### config.mk
export PLATFORM = sky130hd
export DESIGN_NAME = fusion_ctrl
export DESIGN_NICKNAME = d
export VERILOG_FILES = /design/src/rtl/fusion_pkg.sv /design/src/rtl/fusion_vpipe.sv /design/src/rtl/fusion_ctrl.sv
export SDC_FILE = /design/constraint.sdc
export NUM_CORES = 1
export LEC_CHECK = 0
export CELL_PAD_IN_SITES_DETAIL_PLACEMENT = 0
export CELL_PAD_IN_SITES_GLOBAL_PLACEMENT = 1
export CORE_ASPECT_RATIO = 2
export CORE_UTILIZATION = 44
export CTS_CLUSTER_DIAMETER = 40
export CTS_CLUSTER_SIZE = 8
export DETAILED_ROUTE_END_ITERATION = 8
export PLACE_DENSITY = 0.84
export SYNTH_ARGS = -nofsm -noshare
export SYNTH_HDL_FRONTEND = slang
export SYNTH_SLANG_ARGS = --single-unit
export TNS_END_PERCENT = 100
### constraint.sdc
create_clock -name clk -period 2.2 [get_ports clk]
set_input_delay 0.33 -clock clk [delete_from_list [all_inputs] [get_ports clk]]
set_output_delay 0.33 -clock clk [all_outputs]
set_load 0.05 [all_outputs]
### src/rtl/fusion_pkg.sv
// Shared types and constants for the FUSION blend-pipeline control slice.
package fusion_pkg;

   typedef enum logic [1:0] {
      IDLE  = 2'd0,
      RUN   = 2'd1,
      DRAIN = 2'd2
   } fusion_state_e;

   localparam int unsigned FUSION_PIPE_LAT = 2;
   localparam int unsigned STATS_W         = 32;
   localparam int unsigned FRAME_IDX_W     = 16;

   // Beats in one square frame of dim x dim pixels at ppb pixels per beat.
   function automatic int unsigned frame_beats(input int unsigned dim, input int unsigned ppb);
      return (dim * dim) / ppb;
   endfunction

endpackage

### src/rtl/fusion_vpipe.sv
// Valid/last shadow of the FUSION register stages; freezes as a whole under stall.
module fusion_vpipe
   import fusion_pkg::*;
#(
   parameter int unsigned DEPTH = FUSION_PIPE_LAT
) (
   input  logic clk,
   input  logic rst_n,
   input  logic stall,
   input  logic in_v,
   input  logic in_last,
   output logic out_v,
   output logic out_last
);

   logic [DEPTH-1:0] v_q, v_d;
   logic [DEPTH-1:0] l_q, l_d;

   // Bubbles travel with the data so FUSION and this shadow stay aligned.
   always_comb begin
      v_d = v_q;
      l_d = l_q;
      if (!stall) begin
         v_d = {v_q[DEPTH-2:0], in_v};
         l_d = {l_q[DEPTH-2:0], in_last};
      end
   end

   always_ff @(posedge clk or negedge rst_n) begin
      if (!rst_n) begin
         v_q <= '0;
         l_q <= '0;
      end else begin
         v_q <= v_d;
         l_q <= l_d;
      end
   end

   assign out_v    = v_q[DEPTH-1];
   assign out_last = l_q[DEPTH-1];

endmodule

### src/rtl/fusion_ctrl.sv
// Frame sequencer and handshake controller for one FUSION datapath.
// Optional stall/starve statistics ports are built when FUSION_CTRL_PERF_EN is defined.
module fusion_ctrl
   import fusion_pkg::*;
#(
   parameter int unsigned PIXELS_PER_BEAT = 16,
   parameter int unsigned IMAGE_DIM       = 512,
   parameter int unsigned FRAME_BEATS     = frame_beats(IMAGE_DIM, PIXELS_PER_BEAT),
   parameter int unsigned PIPE_LAT        = FUSION_PIPE_LAT
) (
   input  logic                   clk,
   input  logic                   rst_n,
   input  logic                   start,
   output logic                   busy,
   output logic                   done,
   output logic [FRAME_IDX_W-1:0] frame_idx,
   input  logic                   old_valid,
   input  logic                   new_valid,
   input  logic                   del_valid,
   output logic                   in_ready,
   output logic                   fus_stall,
   output logic                   out_valid,
   output logic                   out_last,
   input  logic                   out_ready
`ifdef FUSION_CTRL_PERF_EN
   ,
   output logic [STATS_W-1:0]     stall_cycles,
   output logic [STATS_W-1:0]     starve_cycles
`endif
);

   localparam int unsigned       CNT_W     = $clog2(FRAME_BEATS + 1);
   localparam logic [CNT_W-1:0]  BEATS     = CNT_W'(FRAME_BEATS);
   localparam logic [CNT_W-1:0]  LAST_BEAT = CNT_W'(FRAME_BEATS - 1);

   fusion_state_e          state_q, state_d;
   logic [CNT_W-1:0]       in_cnt_q, in_cnt_d;
   logic [CNT_W-1:0]       out_cnt_q, out_cnt_d;
   logic [FRAME_IDX_W-1:0] frame_idx_q, frame_idx_d;
   logic                   busy_q, busy_d;
   logic                   done_q, done_d;

   logic v2, l2;
   logic all_valid, stall_c, in_ready_c;
   logic fire_in, fire_out, frame_go, last_in;

   always_ff @(posedge clk or negedge rst_n) begin
      if (!rst_n) state_q <= IDLE;
      else        state_q <= state_d;
   end

   always_comb begin
      state_d = state_q;
      case (state_q)
         IDLE:    if (start)               state_d = RUN;
         RUN:     if (in_cnt_q == BEATS)   state_d = DRAIN;
         DRAIN:   if (out_cnt_q == BEATS)  state_d = IDLE;
         default:                          state_d = IDLE;
      endcase
   end

   // Handshakes, counters and registered status derived from the current state.
   always_comb begin
      all_valid   = old_valid & new_valid & del_valid;
      stall_c     = v2 & ~out_ready;
      in_ready_c  = (state_q == RUN) & ~stall_c & (in_cnt_q < BEATS);
      fire_in     = in_ready_c & all_valid;
      fire_out    = v2 & out_ready;
      frame_go    = (state_q == IDLE) & start;
      last_in     = fire_in & (in_cnt_q == LAST_BEAT);

      in_cnt_d    = in_cnt_q;
      out_cnt_d   = out_cnt_q;
      if (frame_go) begin
         in_cnt_d  = '0;
         out_cnt_d = '0;
      end else begin
         if (fire_in)  in_cnt_d  = in_cnt_q + CNT_W'(1);
         if (fire_out) out_cnt_d = out_cnt_q + CNT_W'(1);
      end

      busy_d      = (state_d != IDLE);
      done_d      = fire_out & (out_cnt_q == LAST_BEAT);
      frame_idx_d = frame_idx_q + FRAME_IDX_W'(done_q);
   end

   always_ff @(posedge clk or negedge rst_n) begin
      if (!rst_n) begin
         in_cnt_q    <= '0;
         out_cnt_q   <= '0;
         frame_idx_q <= '0;
         busy_q      <= 1'b0;
         done_q      <= 1'b0;
      end else begin
         in_cnt_q    <= in_cnt_d;
         out_cnt_q   <= out_cnt_d;
         frame_idx_q <= frame_idx_d;
         busy_q      <= busy_d;
         done_q      <= done_d;
      end
   end

   fusion_vpipe #(
      .DEPTH (PIPE_LAT)
   ) u_vpipe (
      .clk      (clk),
      .rst_n    (rst_n),
      .stall    (stall_c),
      .in_v     (fire_in),
      .in_last  (last_in),
      .out_v    (v2),
      .out_last (l2)
   );

   assign busy      = busy_q;
   assign done      = done_q;
   assign frame_idx = frame_idx_q;
   assign in_ready  = in_ready_c;
   assign fus_stall = stall_c;
   assign out_valid = v2;
   assign out_last  = l2;

`ifdef FUSION_CTRL_PERF_EN
   logic [STATS_W-1:0] stall_cnt_q, stall_cnt_d;
   logic [STATS_W-1:0] starve_cnt_q, starve_cnt_d;
   logic               stall_inc, starve_inc;

   // Saturating statistics, restarted by an accepted start.
   always_comb begin
      stall_inc    = stall_c & (state_q != IDLE);
      starve_inc   = (state_q == RUN) & (in_cnt_q < BEATS) & ~all_valid;
      stall_cnt_d  = stall_cnt_q;
      starve_cnt_d = starve_cnt_q;
      if (frame_go) begin
         stall_cnt_d  = '0;
         starve_cnt_d = '0;
      end else begin
         if (stall_inc && (stall_cnt_q != '1))   stall_cnt_d  = stall_cnt_q + STATS_W'(1);
         if (starve_inc && (starve_cnt_q != '1)) starve_cnt_d = starve_cnt_q + STATS_W'(1);
      end
   end

   always_ff @(posedge clk or negedge rst_n) begin
      if (!rst_n) begin
         stall_cnt_q  <= '0;
         starve_cnt_q <= '0;
      end else begin
         stall_cnt_q  <= stall_cnt_d;
         starve_cnt_q <= starve_cnt_d;
      end
   end

   assign stall_cycles  = stall_cnt_q;
   assign starve_cycles = starve_cnt_q;
`endif

endmodule
==> summary.md, run 1 <==
| Metric | Value |
|---|---|
| Share of cells above drive strength 1 | `0.1077` |
| Synth warn | `0` |
| CP top delay family | `buffers and inverters` |
| H-tree Lvls | `2` |
| CP Launch Type | `flip-flop` |
| CTS Buf Count | `5` |
| Most frequent cells in the layout | `dfrtp_1, nand2_1, clkdlybuf4s50_1` |
| Final Worst Setup Slack | `between 0.2 and 0.25 ns` |
| ANT nets after route | `0` |
| Root Buffer | `clkbuf_16` |
| Initial antenna violation count | `0` |
| Final Slew Violations | `0` |
| Max Cap Viol | `0` |
| WP data arrival | `approximately 1.6 ns` |
| Clock sinks | `between 50 and 60` |
| Hold_buf cts | `0` |
| Core area | `around 5800 um2` |
| Die area | `6341 um2` |
| Multi-input logic area | `between 1000 and 1500 um2` |
| Mean post-synth cell area | `10.17 um2` |
| Largest net degree at the start of global routing | `35` |
| Clock skew | `roughly 0.0095 ns` |
| Worst skew pair latency | `0.30 ns` |
| Achievable Freq | `0.5118 GHz` |
| CTS max path bufs | `2` |
| Most common cell after layout, fill and taps aside | `dfrtp_1` |
| Critical path buffer and inverter count | `1` |
| Storage cell area | `1351 um2` |
| CTS resizes | `0` |
| VDD IR max | `approximately 580 uV` |
| HP Class | `in -> async` |
| # placed instances | `350` |
| Fin cells | `between 300 and 400` |
| PD cells | `734.2 nW/um2` |
| Post-DR wirelength/cell | `between 15 and 20 um` |
| # IOs | `29` |
| Register bit count reported by yosys | `54` |
| GP Congestion | `~0.75` |
| Ys flop type | `dfrtp_1` |
| Worst-path clk slew | `about 0.07 ns` |
| Failing checks | `DRC, hold timing` |
| Setup TNS | `0 ns` |
| Post-synthesis sequential area ratio | `0.5111` |
| Die width | `approximately 57 um` |
| Status | `finished with violations` |
| Crit path max-delay cell type | `clkdlybuf4s50_1` |
| First-pass GRT wire length | `9556 um` |
| Tightest hold margin | `-0.01015 ns` |
| CP Class | `reg -> out` |
| Gr usage total | `0.1976` |
| Leakage | `1.451 nW` |
| Global route overflow | `0` |
| CP required | `between 1.5 and 2 ns` |
| Max_slew headroom | `0.6645` |
| Fraction of registers with async set/reset | `1.000` |
| Final period utilization | `0.8882` |
| Ant diodes | `0` |
| Initial core utilization | `0.4591` |
| Residual DRC count | `6` |
| IO Port Bufs | `28` |
| RSZ-0062 raised after global routing | `no` |
| Site row count | `39` |
| Pre-CTS WS | `between 0.05 and 0.06 ns` |
| Final setup vio count | `0` |
| Largest stage delay on the critical path | `0.85 ns` |
| Iteration-0 DRC Markers | `87` |
| Final core utilization | `0.5615` |
| Mapped Cells | `260` |
| CP Capture Type | `primary output` |
| Cell area after synthesis | `2644 um2` |
| Area growth, synth to finish | `22.29%` |
| Filler instances | `between 500 and 600` |
| Worst-path cell chain | `clkdlybuf4s50_1` |
| Setup repair bufs after CTS | `0` |
| Clock tree from TritonCTS | `built` |
| EDFF count, synth | `0` |
| Drt total wl | `5504 um` |
| Post-synth cell types | `between 40 and 50` |
| Die H | `~110 um` |
| Drt first pass iters | `6` |
| DP Wirelength | `4071 um` |
| Final Hold Viols | `20` |
| Nets | `309` |
| Vias per Instance | `between 5 and 6` |
| Critical path fanouts, max | `8` |
| Tmin final | `between 1.5 and 2 ns` |
| Vias | `2034` |
| Worst Tran Pin Value | `0.5033 ns` |
| Post-Syn Nets | `between 200 and 300` |
| Vias in the first global route | `between 2000 and 2500` |
[registers in the layout (all words and copies together) (netlist names)]
name	count
busy	1
u_vpipe.l_q	2
frame_idx	16
done	1
out_cnt_q	15
state_q	2
u_vpipe.v_q	2
in_cnt_q	15
[logic make-up after synthesis]
logic type / Yosys count / share of synthesized area
AND/OR/NAND/NOR: 124 / 0.2660
buffers and inverters: 16 / 0.02509
AO/OA/AOI/OAI: 32 / 0.07619
XOR/XNOR: 27 / 0.08945
flip-flops: 54 / 0.5111
adder cells (fa/ha/maj): 6 / 0.02839
multiplexers: 1 / 0.003786
[through the flow]
step	total power, mW	cell area [um2]	hold slack [ns]
2_1_floorplan	1.380	2649	0.03441
3_3_place_gp	1.483	3064	0.3245
3_5_place_dp	1.491	3064	0.3285
4_1_cts	2.405	3233	0.005568
5_1_grt	2.494	3233	0.03279
6_report	2.374	3233	-0.01015
[worst paths after layout]
check,slack (ns),to,cells past startpoint,startpoint
setup / recovery,0.25,out_valid,1,u_vpipe.v_q[1]
hold / removal,-0.01,frame_idx[7],1,rst_n
setup reg to reg,0.37,in_cnt_q[12],4,in_cnt_q[14]
hold reg to reg,0.46,u_vpipe.v_q[1],1,u_vpipe.v_q[0]
max in group asynchronous,1.66,busy,2,rst_n
min in group clk,0.46,u_vpipe.v_q[1],1,u_vpipe.v_q[0]
[layer usage]
layer	global-route usage	up-vias	share of wire
met5	0	-	0
met4	0.08943	0	0.024
met3	0.04065	11	0.026
met2	0.3690	32	0.57
met1	0.2046	994	0.38
li1	-	997	-
[where the power goes]
group | internal (mW) | switching [mW]
combinational | 0.134 | 0.154
sequential | 1.07 | 0.111
clock | 0.539 | 0.367
total | 1.74 | 0.632
[cell usage after synthesis, drive strengths merged, types with 6 or more instances]
cell   count  area (um2)
or4        6       45.04
nand3     17       85.08
ha         6       75.07
inv        8       30.03
nor2      23       86.33
xnor2     15       131.4
nand2     26       97.59
o31ai      6       45.04
xor2      12       105.1
dfrtp     54        1351
a21oi     13       65.06
nand4     12       75.07
[layout make-up]
| type | instances | share of cell area |
|---|---|---|
| clock buffers | 5 | 0.03870 |
| well taps | 61 | 0.02361 |
| inverters | 8 | 0.009288 |
| repair buffers | 37 | 0.1161 |
| flip-flops and latches | 54 | 0.4180 |
| clock inverters | 3 | 0.01354 |
| multi-input cells | 190 | 0.3808 |
(Power assumes the default switching activity.)
==> inputs of run 2 (changes only) <==
Settings changed: CTS_CLUSTER_DIAMETER 40 to unset.
==> results of run 2 <==
The final DEF is identical to that of run 1; final timing and power are the same.
==> inputs of run 3 (changes only) <==
Settings changed: CORE_MARGIN set to 2, CORE_UTILIZATION 44 to 47, PLACE_DENSITY 0.84 to 0.89.
Clock period 2.2 ns to 2.4 ns, I/O delays scaled along.
==> run 3 against run 2 <==
Sequential share of layout area rose by 1.3 points. Critical path type unchanged. The run now ends clean. Count of clock-buffer cells in the layout is 1 higher. Combinational power down 8.0%. Total power down 20%. Clock skew is 0.0014 ns lower. Critical path depth unchanged. Via count increased by 1.3%. Final area decreased by 3.0%. Die area shrank 1.0%. Setup slack gained 0.13 ns.
==> summary.md, run 3 (synthesized netlist as in run 1, its figures left out) <==
| Metric | Value |
|---|---|
| Status | `complete, no violations` |
| CP top delay family | `buffers and inverters` |
| Vias in the first global route | `2159 (+5.7%)` |
| Design area | `3137 um2 (-3.0%)` |
| Drt first pass iters | `4 (-2)` |
| Gr usage total | `0.2031 (+0.005522)` |
| Final Hold Viols | `0 (-100%)` |
| Worst-path clk slew | `0.10 ns (+0.03 ns)` |
| Final Slew Violations | `0 (unchanged)` |
| Clock skew | `0.008160 ns (-0.001365 ns)` |
| Iteration-0 DRC Markers | `58 (-33%)` |
| Placed cell areas | `3028 um2 (-1.2%)` |
| Filler instances | `487 (-9.1%)` |
| Clock tree from TritonCTS | `built` |
| Setup repair bufs after CTS | `0 (unchanged)` |
| Tightest hold margin | `0.4693 ns (+0.4794 ns)` |
| CP Launch Type | `flip-flop` |
| Hold_buf cts | `1 (+1)` |
| Setup TNS | `0 ns (unchanged)` |
| Max Cap Viol | `0 (unchanged)` |
| Worst skew pair latency | `0.31 ns (about the same)` |
| # IOs | `29 (unchanged)` |
| Most common cell after layout, fill and taps aside | `dfrtp_1` |
| ANT nets after route | `0 (unchanged)` |
| H-tree Lvls | `2 (unchanged)` |
| Site row count | `38 (-2.6%)` |
| Post-DR wirelength/cell | `15.88 um (+3.3%)` |
| Global route overflow | `0 (unchanged)` |
| Leakage | `1.399 nW (-3.5%)` |
| WP data arrival | `1.66 ns (+0.04 ns)` |
| Critical path buffer and inverter count | `1 (unchanged)` |
| VDD IR max | `410.2 uV (-29%)` |
| Achievable Freq | `between 0.4 and 0.5 GHz` |
| IO Port Bufs | `28 (unchanged)` |
| Die width | `57.04 um (+0.40%)` |
| Share of cells above drive strength 1 | `0.09831 (-0.009439)` |
| First-pass GRT wire length | `10010 um (+4.8%)` |
| DP Wirelength | `4209 um (+3.4%)` |
| Vias per Instance | `5.806 (+2.2%)` |
| Die H | `110.1 um (-1.4%)` |
| Largest net degree at the start of global routing | `29 (-17%)` |
| PD cells | `606.5 nW/um2 (-17%)` |
| Critical path fanouts, max | `8 (unchanged)` |
| Tmin final | `slightly above 2 ns` |
| CTS resizes | `0 (unchanged)` |
| Clock sinks | `54 (unchanged)` |
| GP Congestion | `0.7981 (+6.6%)` |
| Worst-path cell chain | `clkdlybuf4s50_1` |
| Max FFs per register | `16 (unchanged)` |
| Initial core utilization | `0.4878 (+0.02862)` |
| Initial antenna violation count | `0 (unchanged)` |
| Core area | `5420 um2 (-5.9%)` |
| HP Class | `reg -> reg` |
| Die area | `6278 um2 (-1.0%)` |
| CP Capture Type | `primary output` |
| Final period utilization | `0.8419` |
| CP Class | `reg -> out` |
| Final setup vio count | `0 (unchanged)` |
| RSZ-0062 raised after global routing | `no` |
| Most frequent cells in the layout | `dfrtp_1, nand2_1, clkdlybuf4s50_1` |
| Root Buffer | `clkbuf_8` |
| CTS Buf Count | `5 (unchanged)` |
| Area growth, synth to finish | `18.65%` |
| Ant diodes | `0 (unchanged)` |
| Drt total wl | `5636 um (+2.4%)` |
| Crit path max-delay cell type | `clkdlybuf4s50_1` |
| Max_slew headroom | `0.6626 (-0.001900)` |
| Largest stage delay on the critical path | `0.85 ns (about the same)` |
| CP required | `2.04 ns (+0.17 ns)` |
| Vias | `2061 (+1.3%)` |
| Worst Tran Pin Value | `0.5023 ns (-0.001014 ns)` |
| Residual DRC count | `0 (-6)` |
| CTS max path bufs | `2 (unchanged)` |
| Nets | `307 (-0.65%)` |
run 3: area by class of cell:
class                      instances  area (um2)  area share
timing repair buffer              35       350.3      0.1117
clock buffer                       6       82.58     0.02633
inverter                           8       30.03    0.009573
clock inverter                     2       16.27    0.005185
multi-input combinational        190        1231      0.3925
sequential                        54        1351      0.4308
tap                               60       75.07     0.02393
run 3: worst paths after layout:
check | start | end | slack [ns] | depth (start not counted)
hold reg to reg | frame_idx[15] | frame_idx[15] | 0.47 | 1
setup reg to reg | in_cnt_q[14] | in_cnt_q[7] | 0.54 | 4
min in group asynchronous | rst_n | frame_idx[14] | 0.50 | 2
max in group asynchronous | rst_n | in_cnt_q[3] | 1.25 | 3
hold / removal | frame_idx[15] | frame_idx[15] | 0.47 | 1
setup / recovery | u_vpipe.v_q[1] | out_valid | 0.38 | 1
run 3: layer usage:
metal  global-route usage  wire, um  vias up
li1                     -         -      992
met1               0.2188      2153     1020
met2               0.3859      3231       39
met3              0.02684       126       10
met4              0.08804       124        0
met5                    0         0        -
run 3: metrics by stage:
step / std cells / power, mW / setup WS, ns / util
6_report: 355 / 1.903 / 0.3794 / 0.5787
5_1_grt: 355 / 2.020 / 0.3018 / 0.5787
4_1_cts: 355 / 1.925 / 0.3803 / 0.5787
3_5_place_dp: 346 / 1.369 / 0.2184 / 0.5586
3_3_place_gp: 346 / 1.362 / 0.2275 / 0.5586
2_1_floorplan: 260 / 1.265 / 0.2478 / -
run 3: report_power, final:
group / leakage, nW / switching, mW / internal (mW)
logic: 0.621 / 0.145 / 0.121
registers: 0.731 / 0.104 / 0.979
clock network: 0.0478 / 0.316 / 0.238
total: 1.40 / 0.565 / 1.34
